File: src/rtl/fifo_pkg.sv
// fifo_pkg: pointer-width default and Gray/binary conversion helpers shared by both FIFO pointer blocks.
// The helpers work on zero-extended 32-bit values, so they serve any pointer width up to 32.
package fifo_pkg;
   localparam int WIDTH_DEF = 4;
   function automatic logic [31:0] bin2gray(input logic [31:0] b);
      return b ^ (b >> 1);
   endfunction
   function automatic logic [31:0] gray2bin(input logic [31:0] g);
      logic [31:0] b;
      b = '0;
      for (int i = 0; i < 32; i++) b[i] = ^(g >> i);
      return b;
   endfunction
endpackage

File: src/rtl/sync_w2r.sv
// sync_w2r: two-flop synchronizer bringing the write Gray pointer into the read clock domain.
module sync_w2r
   import fifo_pkg::*;
#(
   parameter int WIDTH = WIDTH_DEF
) (
   input  logic             clk,
   input  logic             rst,
   input  logic [WIDTH-1:0] d,
   output logic [WIDTH-1:0] q
);
   logic [WIDTH-1:0] rq1_q, rq2_q;
   always_ff @(posedge clk) begin
      if (rst) begin
         rq1_q <= '0;
         rq2_q <= '0;
      end else begin
         rq1_q <= d;
         rq2_q <= rq1_q;
      end
   end
   assign q = rq2_q;
endmodule

File: src/rtl/rptr_empty.sv
// rptr_empty: read pointer (binary/Gray), synchronized write pointer, and registered empty/almost-empty/occupancy.
module rptr_empty
   import fifo_pkg::*;
#(
   parameter int WIDTH         = WIDTH_DEF,
   parameter int AEMPTY_THRESH = 1
) (
   input  logic             rclk,
   input  logic             rrst,
   input  logic             rinc,
   input  logic [WIDTH-1:0] wptr,
   output logic [WIDTH-2:0] raddr,
   output logic [WIDTH-1:0] rptr,
   output logic             rempty,
   output logic             raempty,
   output logic [WIDTH-1:0] rcount
);
   logic [WIDTH-1:0] rq2_wptr;
   logic [WIDTH-1:0] rbin_q, rbin_d, rptr_q, rptr_d, rcount_q, rcount_d;
   logic             rempty_q, rempty_d, raempty_q, raempty_d;
   sync_w2r #(.WIDTH(WIDTH)) u_sync (
      .clk(rclk),
      .rst(rrst),
      .d  (wptr),
      .q  (rq2_wptr)
   );
   // Flags use the next pointer, so the read that drains the last word raises empty on the same edge.
   always_comb begin
      rbin_d    = rbin_q + WIDTH'(rinc & ~rempty_q);
      rptr_d    = WIDTH'(bin2gray(32'(rbin_d)));
      rempty_d  = rptr_d == rq2_wptr;
      rcount_d  = WIDTH'(gray2bin(32'(rq2_wptr))) - rbin_d;
      raempty_d = 32'(rcount_d) <= 32'(AEMPTY_THRESH);
   end
   always_ff @(posedge rclk) begin
      if (rrst) begin
         rbin_q    <= '0;
         rptr_q    <= '0;
         rcount_q  <= '0;
         rempty_q  <= 1'b1;
         raempty_q <= 1'b1;
      end else begin
         rbin_q    <= rbin_d;
         rptr_q    <= rptr_d;
         rcount_q  <= rcount_d;
         rempty_q  <= rempty_d;
         raempty_q <= raempty_d;
      end
   end
   assign raddr   = rbin_q[WIDTH-2:0];
   assign rptr    = rptr_q;
   assign rcount  = rcount_q;
   assign rempty  = rempty_q;
   assign raempty = raempty_q;
endmodule

File: config.mk
export PLATFORM = sky130hd
export DESIGN_NAME = rptr_empty
export DESIGN_NICKNAME = d
export VERILOG_FILES = /design/src/rtl/fifo_pkg.sv /design/src/rtl/sync_w2r.sv /design/src/rtl/rptr_empty.sv
export SDC_FILE = /design/constraint.sdc
export NUM_CORES = 1
export LEC_CHECK = 0
export CAP_MARGIN = 20
export CELL_PAD_IN_SITES_DETAIL_PLACEMENT = 2
export CELL_PAD_IN_SITES_GLOBAL_PLACEMENT = 2
export CORE_MARGIN = 8
export CORE_UTILIZATION = 29
export CTS_CLUSTER_DIAMETER = 100
export CTS_CLUSTER_SIZE = 8
export DETAILED_ROUTE_END_ITERATION = 6
export HOLD_SLACK_MARGIN = 0.15
export PLACE_DENSITY_LB_ADDON = 0.1
export SKIP_CTS_REPAIR_TIMING = 1
export SLEW_MARGIN = 20
export SYNTH_ARGS = -nofsm -noshare
export SYNTH_HDL_FRONTEND = slang
export SYNTH_SLANG_ARGS = --single-unit
File: constraint.sdc
create_clock -name rclk -period 2.4 [get_ports rclk]
set_input_delay 0.36 -clock rclk [delete_from_list [all_inputs] [get_ports rclk]]
set_output_delay 0.36 -clock rclk [all_outputs]
set_load 0.02 [all_outputs]
==> reports/metrics.yaml, run 1 <==
timing:
  final-hold-violation-count: 0
  fin_crit_sh_pct: 92.6
  skew_ns: 0.00192
  slew_headroom_pct: 49.9
  tightestPinTransition_ns: 0.749
  slew_viol_final: 0
  period_needed_ns: 2.22
  rsz0062_at_grt: "false"
  max_clock_freq_mhz: 450
  setup_viol: 0
routing:
  routed_wirelength_um: 1960
  postRouteAntennaNets: 0
  drc_errors: 0
  drt_iter0_drc: 7
  drt-vias-per-instance: 4.53
  dr_total_vias: 648
  firstDrtPassIters: 3
  wl_per_cell_um: 13.7
synth:
  synth_mux_area_share_pct: 2.29
  synth.area.top_cells: "dfxtp_1 48%, xnor2_1 11%, nor2b_1 7.2%"
  yosysUniqueCellTypes: 22
  yosys.area_share.xor_xnor_pct: 17.9
  synth_compound_area_share_pct: 4.43
  synth_top_family_by_area: "XOR/XNOR gates"
  ys_ff_latch: 21
  synth_area_leader_cell: "dfxtp_1"
  syn_inst: 84
  syn_area_um2: 875
  synth_nets: 96
  yosys.area_share.simple_pct: 15.9
  synth_adder_area_share_pct: 8.01
  yosysTopAreaCellShare_pct: 48.1
  avgSynthCellArea_um2: 10.4
  yosysSeqAreaShare_pct: 48.1
  yosys_warnings: 0
worst_setup_path:
  cp-start-kind: "primary input"
  cp-end-kind: "flip-flop"
  cp_common_cell: "ha_1"
  path_delay_family: "adder cells"
  arrival_ns: 2.43
  path_cells: "clkdlybuf4s50_1 -> nor2b_1 -> ha_1 -> ha_1 -> inv_1 -> ha_1 -> inv_1 -> o221ai_2 -> a21o_1 -> a41o_1"
  max_stage_delay_ns: 0.39
  worstSetupPathType: "primary input to flip-flop"
  crit_path_max_fanout: 3
  path_buf_inv: 3
  cp.required_ns: 2.60
  critical-path-slowest-cell: "clkdlybuf4s50_1"
floorplanning:
  row_count: 20
  die_y_um: 70.9
  die_w_um: 70.9
  start_util_pct: 29.6
  core_area_mm2: 0.00295
  die-area_mm2: 0.00503
  num_io_pins: 20
placed_design:
  dpl-instance-area_mm2: 0.00114
  dp_hpwl_um: 1460
  routabilityCongestion: 0.779
  numPortBuffers: 19
layout:
  design_area_mm2: 0.00118
  drive_gt1_share_pct: 11.8
  fin_nets: 123
  area_growth_pct: 35.3
  fill_cells: 340
  num_antenna_cells: 0
global_route:
  grt_max_degree: 22
  overflow: 0
  grt_first_pass_wirelength_um: 3340
  antenna_found_initial: 0
  grt_pass1_vias: 715
  track_usage_pct: 8.35
clock_network:
  cts_tree: "done"
  clk_pin_slew_worst_paths_ns: 0.11
  clk_path_buf_depth: 2
  htreeDepth: 1
  cts_root_buffer: "clkbuf_4"
  cts_sinks: 21
  numCtsBuffers: 3
  insertion_delay_ns: 0.30
power_and_ir_drop:
  power_density_mw_per_mm2: 638
  power_leakage_nw: 0.484
  total_power_mw: 0.755
  ir_drop_uv: 239
job:
  cap_violations: 0
hold_path:
  worst_hold_path_type: "flip-flop to flip-flop"
status:
  status: "finished, final reports clean"
==> sequential cells by signal, summed over array words and instances (netlist names) <==
signal        cells
u_sync.q          4
rempty            1
rcount            4
u_sync.rq1_q      4
rptr              3
rbin_q            4
raempty           1
==> cells by family (layout without fill, tap and decap cells) <==
logic type,after synthesis,count (layout)
fa+ha+maj,5,5
flops,21,21
mux,2,2
buf+inv,8,34
simple gates,28,28
xor+xnor,15,15
compound gates,5,5
==> metal layers <==
| layer | GRT usage [%] | vias up | routed length, um |
|---|---|---|---|
| met3 | 3.39 | 4 | 146 |
| met1 | 9.24 | 313 | 789 |
| li1 | - | 314 | - |
| met5 | 0 | - | 0 |
| met4 | 4.85 | 0 | 34 |
| met2 | 13.2 | 17 | 993 |
==> placed cells by master (no fill, tap or decap), types with 2 or more instances in the layout <==
cell type	instances
nor2_1	12
nand3_1	2
xnor2_1	9
nor2b_1	10
mux2i_1	2
ha_1	4
clkdlybuf4s50_1	19
buf_4	5
dfxtp_1	21
xnor2_2	2
clkbuf_4	3
inv_1	6
xor2_1	2
==> cells in the mapped netlist <==
| cell type | instances |
|---|---|
| a21o_1 | 1 |
| a21oi_1 | 1 |
| a41o_1 | 1 |
| and2_0 | 1 |
| and2_1 | 1 |
| clkbuf_1 | 2 |
| dfxtp_1 | 21 |
| fa_1 | 1 |
| ha_1 | 4 |
| inv_1 | 6 |
| mux2i_1 | 2 |
| nand2_1 | 1 |
| nand3_1 | 2 |
| nor2_1 | 12 |
| nor2b_1 | 10 |
| nor3_1 | 1 |
| o21bai_1 | 1 |
| o221ai_1 | 1 |
| xnor2_1 | 11 |
| xnor3_4 | 1 |
| xor2_1 | 2 |
| xor2_2 | 1 |
==> stage by stage <==
stage               worst slack [ns]  util [%]  instances  setup TNS [ns]  hold WS, ns
floorplan                      0.293         -         84               0        0.414
global placement             -0.0615      38.5        139         -0.0615        0.422
detailed placement            -0.164      38.5        139          -0.225        0.437
CTS                            0.126      39.4        143               0        0.461
global route                  0.0360      40.1        143               0        0.468
finish                         0.177      40.1        143               0        0.456
==> where the power goes <==
group	switching, mW	internal (mW)	total [mW]
logic	0.0958	0.102	0.198
registers	0.0104	0.377	0.387
clock network	0.105	0.0647	0.169
==> cell type report <==
| type | instances | area, um^2 | area share (%) |
|---|---|---|---|
| well taps | 33 | 41.3 | 3.49 |
| flip-flops and latches | 21 | 420 | 35.5 |
| inverters | 6 | 22.5 | 1.90 |
| multi-input cells | 55 | 445 | 37.6 |
| repair buffers | 24 | 228 | 19.2 |
| clock buffers | 4 | 26.3 | 2.22 |
==> worst paths after layout <==
check / start / endpoint / slack (ns) / depth (start not counted)
min: u_sync.rq1_q[1] / u_sync.q[1] / 0.46 / 1
max: rinc / raempty / 0.18 / 10
min reg2reg: u_sync.rq1_q[1] / u_sync.q[1] / 0.46 / 1
max reg2reg: u_sync.q[3] / raempty / 0.20 / 8
No activity file was read; power rests on OpenSTA's default activity.
==> run 2, diff against run 1 <==
--- a/config.mk
+++ b/config.mk
@@ -8,6 +8,7 @@
 export CAP_MARGIN = 20
 export CELL_PAD_IN_SITES_DETAIL_PLACEMENT = 2
 export CELL_PAD_IN_SITES_GLOBAL_PLACEMENT = 2
+export CORE_ASPECT_RATIO = 1.1
 export CORE_MARGIN = 8
 export CORE_UTILIZATION = 29
 export CTS_CLUSTER_DIAMETER = 100
@@ -15,7 +16,6 @@
 export DETAILED_ROUTE_END_ITERATION = 6
 export HOLD_SLACK_MARGIN = 0.15
 export PLACE_DENSITY_LB_ADDON = 0.1
-export SKIP_CTS_REPAIR_TIMING = 1
 export SLEW_MARGIN = 20
 export SYNTH_ARGS = -nofsm -noshare
 export SYNTH_HDL_FRONTEND = slang
==> reports/metrics.yaml, run 2 (synthesized netlist as in run 1, its figures left out) <==
timing:
  setup_viol: 0  # unchanged
  slew_headroom_pct: 50.2  # +0.31 points
  tightestPinTransition_ns: 0.744  # -0.00471 ns
  final-hold-violation-count: 0  # unchanged
  slew_viol_final: 0  # unchanged
  timing.hold.ws_ns: 0.451  # -0.00479 ns
  max_clock_freq_mhz: 456  # +1.4%
  period_needed_ns: 2.19  # -0.0300 ns
  rsz0062_at_grt: "false"
  fin_crit_sh_pct: 91.4  # -1.2 points
  skew_ns: 0.00161  # -0.000304 ns
worst_setup_path:
  crit_path_max_fanout: 3  # unchanged
  cp_common_cell: "xnor2_1"
  cp-start-kind: "flip-flop"
  arrival_ns: 2.40  # -0.03 ns
  path_cells: "xnor2_1 -> xnor2_2 -> xnor2_1 -> ha_1 -> inv_1 -> fa_1 -> xnor2_1 -> a41o_1"
  cp.required_ns: 2.61  # about the same
  critical-path-slowest-cell: "fa_1"
  worstSetupPathType: "flip-flop to flip-flop"
  ff2ff_path_depth: 8  # unchanged
  cp-end-kind: "flip-flop"
  max_stage_delay_ns: 0.40  # about the same
global_route:
  track_usage_pct: 8.66  # +0.31 points
  overflow: 0  # unchanged
  grt_first_pass_wirelength_um: 3260  # -2.3%
  grt_max_degree: 22  # unchanged
  grt_pass1_vias: 727  # +1.7%
  antenna_found_initial: 0  # unchanged
layout:
  num_antenna_cells: 0  # unchanged
  fill_cells: 337  # -0.88%
  mostFrequentLayoutCells: "21 x dfxtp_1, 19 x clkdlybuf4s50_1, 12 x nor2_1"
  drive_gt1_share_pct: 10.8  # -1.0 points
  final_common_cell: "dfxtp_1"
  fin_nets: 124  # +0.81%
  fin_util_pct: 39.7  # -0.39 points
  area_growth_pct: 34.8
clock_network:
  numCtsBuffers: 3  # unchanged
  cts_tree: "done"
  cts_root_buffer: "clkbuf_4"
  insertion_delay_ns: 0.30  # about the same
  clk_pin_slew_worst_paths_ns: 0.12  # about the same
  clk_path_buf_depth: 2  # unchanged
  htreeDepth: 1  # unchanged
  cts_sinks: 21  # unchanged
floorplanning:
  die_w_um: 68.4  # -3.6%
  num_io_pins: 20  # unchanged
  start_util_pct: 29.5  # -0.16 points
  row_count: 21  # +5.0%
  die_y_um: 73.6  # +3.8%
  core_area_mm2: 0.00297  # +0.55%
  die-area_mm2: 0.00503  # about the same
placed_design:
  numPortBuffers: 19  # unchanged
  dp_hpwl_um: 1480  # +1.1%
  routabilityCongestion: 0.816  # +4.7%
power_and_ir_drop:
  power_leakage_nw: 0.487  # +0.47%
  total_power_mw: 0.750  # -0.57%
  power_density_mw_per_mm2: 637  # -0.15%
  ir_drop_uv: 329  # +37%
routing:
  dr_total_vias: 654  # +0.93%
  drt_iter0_drc: 19  # +12
  drc_errors: 0  # unchanged
  routed_wirelength_um: 1850  # -5.5%
  drt-vias-per-instance: 4.51  # -0.47%
  firstDrtPassIters: 2  # -1
  wl_per_cell_um: 12.8  # -6.8%
  postRouteAntennaNets: 0  # unchanged
job:
  cap_violations: 0  # unchanged
hold_path:
  min_path_cells: 1  # unchanged
  worst_hold_path_type: "flip-flop to flip-flop"
status:
  status: "finished, final reports clean"
## run 2: cell count changes in the layout (fill, tap and decap cells not counted)
| cell | change |
|---|---|
| o221ai_1 | +1 |
| o221ai_2 | -1 |
| xnor2_2 | -1 |
| xnor2_1 | +1 |
| buf_4 | +1 |
## run 2: layout make-up
cell class / instances / area, um^2 / area share, %
flip-flops and latches: 21 / 420 / 35.7
well taps: 34 / 42.5 / 3.61
inverters: 6 / 22.5 / 1.91
repair buffers: 25 / 235 / 20.0
clock buffers: 4 / 26.3 / 2.23
multi-input cells: 55 / 432 / 36.6
## run 2: report_power, final
group / internal [mW] / total, mW / switching, mW
clock network: 0.0648 / 0.173 / 0.108
logic: 0.100 / 0.191 / 0.0910
registers: 0.377 / 0.387 / 0.00979
## run 2: per-stage QoR
step	instance area (um^2)	std cells	setup TNS [ns]	worst slack (ns)
2_1_floorplan	875	84	0	0.293
3_3_place_gp	1140	141	-0.0532	-0.0532
3_5_place_dp	1140	141	-0.104	-0.104
4_1_cts	1170	145	0	0.125
5_1_grt	1180	145	0	0.0597
6_report	1180	145	0	0.207
## run 2: final timing paths
path | from | to | slack (ns)
max | u_sync.q[3] | raempty | 0.21
min | u_sync.rq1_q[1] | u_sync.q[1] | 0.45
max reg2reg | u_sync.q[3] | raempty | 0.21
min reg2reg | u_sync.rq1_q[1] | u_sync.q[1] | 0.45
## run 2: what timing repair did
item / in CTS / in global routing
endpoints found under the setup margin: 0 / 1
buffers inserted: 0 / 0
hold buffers: 0 / 0
gates resized for setup: 0 / 1
## run 2: worst max-delay path: cells and delay by family, from the launching register on
family | cells | cell delay (ns)
buf+inv | 1 | 0.06
xor+xnor | 4 | 0.85
flops | 1 | 0.37
compound gates | 1 | 0.24
fa+ha+maj | 2 | 0.59
## run 2: metal layers
layer,vias up,share of wire (%),global-route usage [%]
li1,320,-,-
met1,316,43,9.25
met2,16,49,14.5
met3,2,6.9,3.66
met4,0,0.43,3.42
met5,-,0,0
